### src/rtl/hex_sum_pkg.sv
// Shared constants and FSM encoding for the hex digit-sum circuit and its
// inverse builder.
package hex_sum_pkg;

   localparam int unsigned DIGIT_MAX  = 15;
   localparam int unsigned NUM_DIGITS = 8;
   localparam int unsigned MAX_SUM    = DIGIT_MAX * NUM_DIGITS;

   typedef enum logic {
      IDLE  = 1'b0,
      BUILD = 1'b1
   } state_e;

endpackage

### src/rtl/hex_digit_sel.sv
// Picks the next hex digit from the remaining sum: the largest digit that
// still fits, plus the remainder left after emitting it.
module hex_digit_sel
   import hex_sum_pkg::*;
#(
   parameter int unsigned SUM_W = 7
) (
   input  logic [SUM_W-1:0] rem,
   output logic [3:0]       d,
   output logic [SUM_W-1:0] rem_next,
   output logic             last
);

   always_comb begin
      d        = (rem > SUM_W'(DIGIT_MAX)) ? 4'(DIGIT_MAX) : rem[3:0];
      rem_next = rem - SUM_W'(d);
      last     = (rem_next == '0);
   end

endmodule

### src/rtl/hex_num_from_digit_sum.sv
// Serially builds the smallest number whose hex digits sum to target,
// one digit per clock, least significant digit first.
module hex_num_from_digit_sum #(
   parameter int unsigned NUM_DIGITS = hex_sum_pkg::NUM_DIGITS,
   parameter int unsigned SUM_W      = 7
) (
   input  logic                    clk,
   input  logic                    rst,
   input  logic                    start,
   input  logic [SUM_W-1:0]        target,
   output logic [4*NUM_DIGITS-1:0] num,
   output logic                    busy,
   output logic                    done,
   output logic                    err
);

   import hex_sum_pkg::*;

   localparam int unsigned     IDX_W = (NUM_DIGITS > 1) ? $clog2(NUM_DIGITS) : 1;
   localparam logic [SUM_W-1:0] MAX_S = SUM_W'(DIGIT_MAX * NUM_DIGITS);

   state_e                  state_q, state_d;
   logic [SUM_W-1:0]        rem_q, rem_d;
   logic [IDX_W-1:0]        idx_q, idx_d;
   logic [4*NUM_DIGITS-1:0] num_q, num_d;
   logic                    busy_q, busy_d;
   logic                    done_q, done_d;
   logic                    err_q, err_d;

   logic [3:0]              dig;
   logic [SUM_W-1:0]        rem_next;
   logic                    last;

   hex_digit_sel #(
      .SUM_W(SUM_W)
   ) u_sel (
      .rem     (rem_q),
      .d       (dig),
      .rem_next(rem_next),
      .last    (last)
   );

   always_comb begin
      state_d = state_q;
      rem_d   = rem_q;
      idx_d   = idx_q;
      num_d   = num_q;
      busy_d  = busy_q;
      done_d  = 1'b0;
      err_d   = err_q;
      unique case (state_q)
         IDLE: begin
            if (start) begin
               num_d = '0;
               if (target > MAX_S) begin
                  err_d  = 1'b1;
                  done_d = 1'b1;
               end else begin
                  rem_d   = target;
                  idx_d   = '0;
                  err_d   = 1'b0;
                  busy_d  = 1'b1;
                  state_d = BUILD;
               end
            end
         end
         BUILD: begin
            num_d[4*idx_q +: 4] = dig;
            rem_d = rem_next;
            idx_d = idx_q + 1'b1;
            // The top digit ends the build even if rem is nonzero; target
            // is range-checked on entry so that cannot lose any sum.
            if (last || (idx_q == IDX_W'(NUM_DIGITS - 1))) begin
               done_d  = 1'b1;
               busy_d  = 1'b0;
               state_d = IDLE;
            end
         end
         default: state_d = IDLE;
      endcase
   end

   always_ff @(posedge clk or posedge rst) begin
      if (rst) begin
         state_q <= IDLE;
         rem_q   <= '0;
         idx_q   <= '0;
         num_q   <= '0;
         busy_q  <= 1'b0;
         done_q  <= 1'b0;
         err_q   <= 1'b0;
      end else begin
         state_q <= state_d;
         rem_q   <= rem_d;
         idx_q   <= idx_d;
         num_q   <= num_d;
         busy_q  <= busy_d;
         done_q  <= done_d;
         err_q   <= err_d;
      end
   end

   assign num  = num_q;
   assign busy = busy_q;
   assign done = done_q;
   assign err  = err_q;

endmodule

### config.mk
export PLATFORM = sky130hd
export DESIGN_NAME = hex_num_from_digit_sum
export DESIGN_NICKNAME = d
export VERILOG_FILES = /design/src/rtl/hex_sum_pkg.sv /design/src/rtl/hex_digit_sel.sv /design/src/rtl/hex_num_from_digit_sum.sv
export SDC_FILE = /design/constraint.sdc
export NUM_CORES = 1
export LEC_CHECK = 0
export CAP_MARGIN = 20
export CORE_MARGIN = 4
export CORE_UTILIZATION = 35
export DETAILED_ROUTE_END_ITERATION = 8
export GPL_TIMING_DRIVEN = 0
export SYNTH_ARGS = -nofsm -noshare
export SYNTH_HDL_FRONTEND = slang
export SYNTH_HIERARCHICAL = 1
export SYNTH_SLANG_ARGS = --single-unit
### constraint.sdc
create_clock -name clk -period 2.7 [get_ports clk]
set_input_delay 0.54 -clock clk [delete_from_list [all_inputs] [get_ports clk]]
set_output_delay 0.54 -clock clk [all_outputs]
set_load 0.05 [all_outputs]
==> impl_metrics.tcl <==
set metrics [dict create \
    outcome "finished, final reports clean" \
    clock_path_buffers 2 \
    grt_overflow 0 \
    drt_first_iter_violations 124 \
    tns_ns 0 \
    ys_types 45 \
    worst_hold_path_type "reg2reg" \
    num_vias 1822 \
    reg2reg_slack_ns 0.21 \
    r2r_start "rem_q[5]$_DFFE_PP0P_" \
    grt_pass1_wl_microns 8928 \
    fin_cells 356 \
    layout_common_cells "dfrtp_1 (45), clkdlybuf4s50_1 (44), nand2_1 (40), mux2i_1 (28), inv_1 (10)" \
    maxClockFrequency_ghz 0.4019 \
    grt_pass1_vias 1793 \
    final_common_cell "dfrtp_1" \
    via_per_inst 5.118 \
    worst_setup_path_start_kind "register" \
    async_flop_share_pct 100.0 \
    synth_seq_cells 46 \
    ys_warn_count 6 \
    h-tree-depth 2 \
    portBuffers 44 \
    tightestPinTransition_ns 0.5585 \
    grt_max_degree 33 \
    die_x_microns 89.79 \
    maxSlewHeadroom_pct 62.77 \
    grtUsageTotal_pct 13.74 \
    synthToLayoutAreaGrowth_pct 28.75 \
    fp.coreArea_sq_mm 0.006422 \
    hpwl_microns 4023 \
    setup.worst_path.end_class "register" \
    cp.arrival_ns 2.68 \
    rsz0062_at_grt "false" \
    avgRoutedWirePerCell_microns 15.14 \
    critical_path_class "reg2reg" \
    hold_viol 0 \
    cts_hold_buf 0 \
    clock-sinks 46 \
    boundaryPins 45 \
    numPlacedInstances 346 \
    setup_viol 0 \
    antenna_found_initial 0 \
    slew_viol_final 0 \
    critPathRequiredTime_ns 2.89 \
    syn_avg_cell_area_sq_um 10.45 \
    row_count 29 \
    netlist_area_sq_mm 0.002341 \
    start_util_pct 36.45 \
    diodes 0 \
    cts_inserted_buffers 5 \
    path_clk_slew_ns 0.08 \
    period_minus_slack_ns 2.488 \
    whs_ns 0.5050 \
    gp_congestion 0.7651 \
    synth-edff-count 0 \
    drv_cap 0 \
    dieArea_sq_mm 0.008061 \
    cts_tree "done" \
    clk_latency_ns 0.30 \
    finalNetCount 294 \
    yosysSeqAreaShare_pct 49.17 \
    hold_end "busy$_DFFE_PP0P_" \
    die_h_microns 89.79 \
    dr.pass1.iters 4 \
    synth_flop_cell "dfrtp_1" \
    r2r-end "busy$_DFFE_PP0P_" \
    route.detailed.drc 0 \
    fin_skew_ns 0.004540 \
    critPathMaxFanout 7 \
    root_buffer "clkbuf_8" \
    wirelength_microns 5389 \
    hold_depth 1 \
    final_layout_size_suffix_gt1_share_pct 10.04 \
    synthCells 224 \
    reg2reg_depth 9 \
    min_period_over_period_pct 92.16 \
    synthesis.nets 240 \
    min_from "busy$_DFFE_PP0P_" \
    ant_nets 0 \
]
repair_timing:
action / CTS / global route
buffers inserted: 0 / 2
endpoints found under the setup margin: 3 / 3
pin swaps: 0 / 1
resized for setup: 2 / 2
registers in the layout (all words and copies together), names as in the netlist:
| signal | count |
|---|---|
| busy | 1 |
| done | 1 |
| err | 1 |
| idx_q | 3 |
| num | 32 |
| rem_q | 7 |
| state_q | 1 |
kinds of logic (layout without fill, tap and decap cells):
logic type / after synthesis / in the layout / synth area share, %
adder cells (fa/ha/maj): 6 / 6 / 3.207
multiplexers: 30 / 30 / 13.09
buffers and inverters: 24 / 79 / 4.703
AND/OR/NAND/NOR: 91 / 91 / 20.26
AO/OA/AOI/OAI: 25 / 25 / 8.819
flip-flops: 46 / 46 / 49.17
XOR/XNOR: 2 / 2 / 0.7484
routing by layer:
metal  track usage (%)  up-vias  part of all wire [%]
li1                  -      891                     -
met1             17.46      886                    47
met2             23.06       39                    47
met3             4.007        6                   5.0
met4             3.448        0                   1.0
met5                 0        -                     0
cell usage after synthesis, types with 2 or more instances:
cell,n,share of area (%)
a211oi_1,2,0.64
a221o_1,7,3.0
a22o_1,2,0.75
and2_1,7,1.9
and3b_1,2,0.75
buf_2,3,0.64
buf_4,2,0.64
clkbuf_1,6,0.96
dfrtp_1,46,49
ha_1,6,3.2
inv_1,11,1.8
mux2i_1,28,12
nand2_1,40,6.4
nand2b_1,5,1.3
nand3_1,6,1.3
nand4_1,3,0.80
nand4b_1,2,0.75
nor2_1,7,1.1
nor2b_1,2,0.53
nor3_1,5,1.1
nor3b_1,2,0.64
nor3b_2,2,1.1
o21ai_0,5,1.1
or2_2,2,0.53
layout make-up:
type | instances | area, sq um
multi-input cells | 154 | 1094
clock inverters | 2 | 13.76
plain buffers | 13 | 68.82
clock buffers | 6 | 72.57
flip-flops and latches | 46 | 1152
well taps | 77 | 96.34
inverters | 11 | 41.29
repair buffers | 47 | 475.5
fillers | 622 | 3408
worst max path at each step:
stage                            end  slack (ns)  cells after the start            startpoint
floorplan           busy$_DFFE_PP0P_        0.12                      9  rem_q[5]$_DFFE_PP0P_
finish              busy$_DFFE_PP0P_        0.21                      9  rem_q[5]$_DFFE_PP0P_
CTS                 busy$_DFFE_PP0P_        0.04                      9  rem_q[6]$_DFFE_PP0P_
global placement    busy$_DFFE_PP0P_       -0.37                      9  rem_q[5]$_DFFE_PP0P_
global route        busy$_DFFE_PP0P_       0.006                      9  rem_q[5]$_DFFE_PP0P_
detailed placement  busy$_DFFE_PP0P_       -0.43                      9  rem_q[5]$_DFFE_PP0P_
worst max-delay path, stage by stage, from the launching register on:
cell       delay [ns]
dfrtp_1          0.48
nor3_4           0.32
or2_2            0.17
ha_2             0.25
nor3_1           0.07
a2bb2oi_1        0.15
or4_1            0.50
nor2_1           0.11
o21ai_0          0.17
o21a_1           0.17
stage by stage:
stage               util (%)  worst slack, ns  cell area [sq um]
global placement       44.81          -0.3741               2878
finish                 46.93           0.2116               3014
floorplan                  -           0.1189               2341
global route           46.93         0.005796               3014
detailed placement     45.12          -0.4300               2898
CTS                    46.64          0.04221               2995
Power is left out: the tool's default activity adds up to more than one toggle a clock period on the data nets, which glitch-free logic cannot reach.
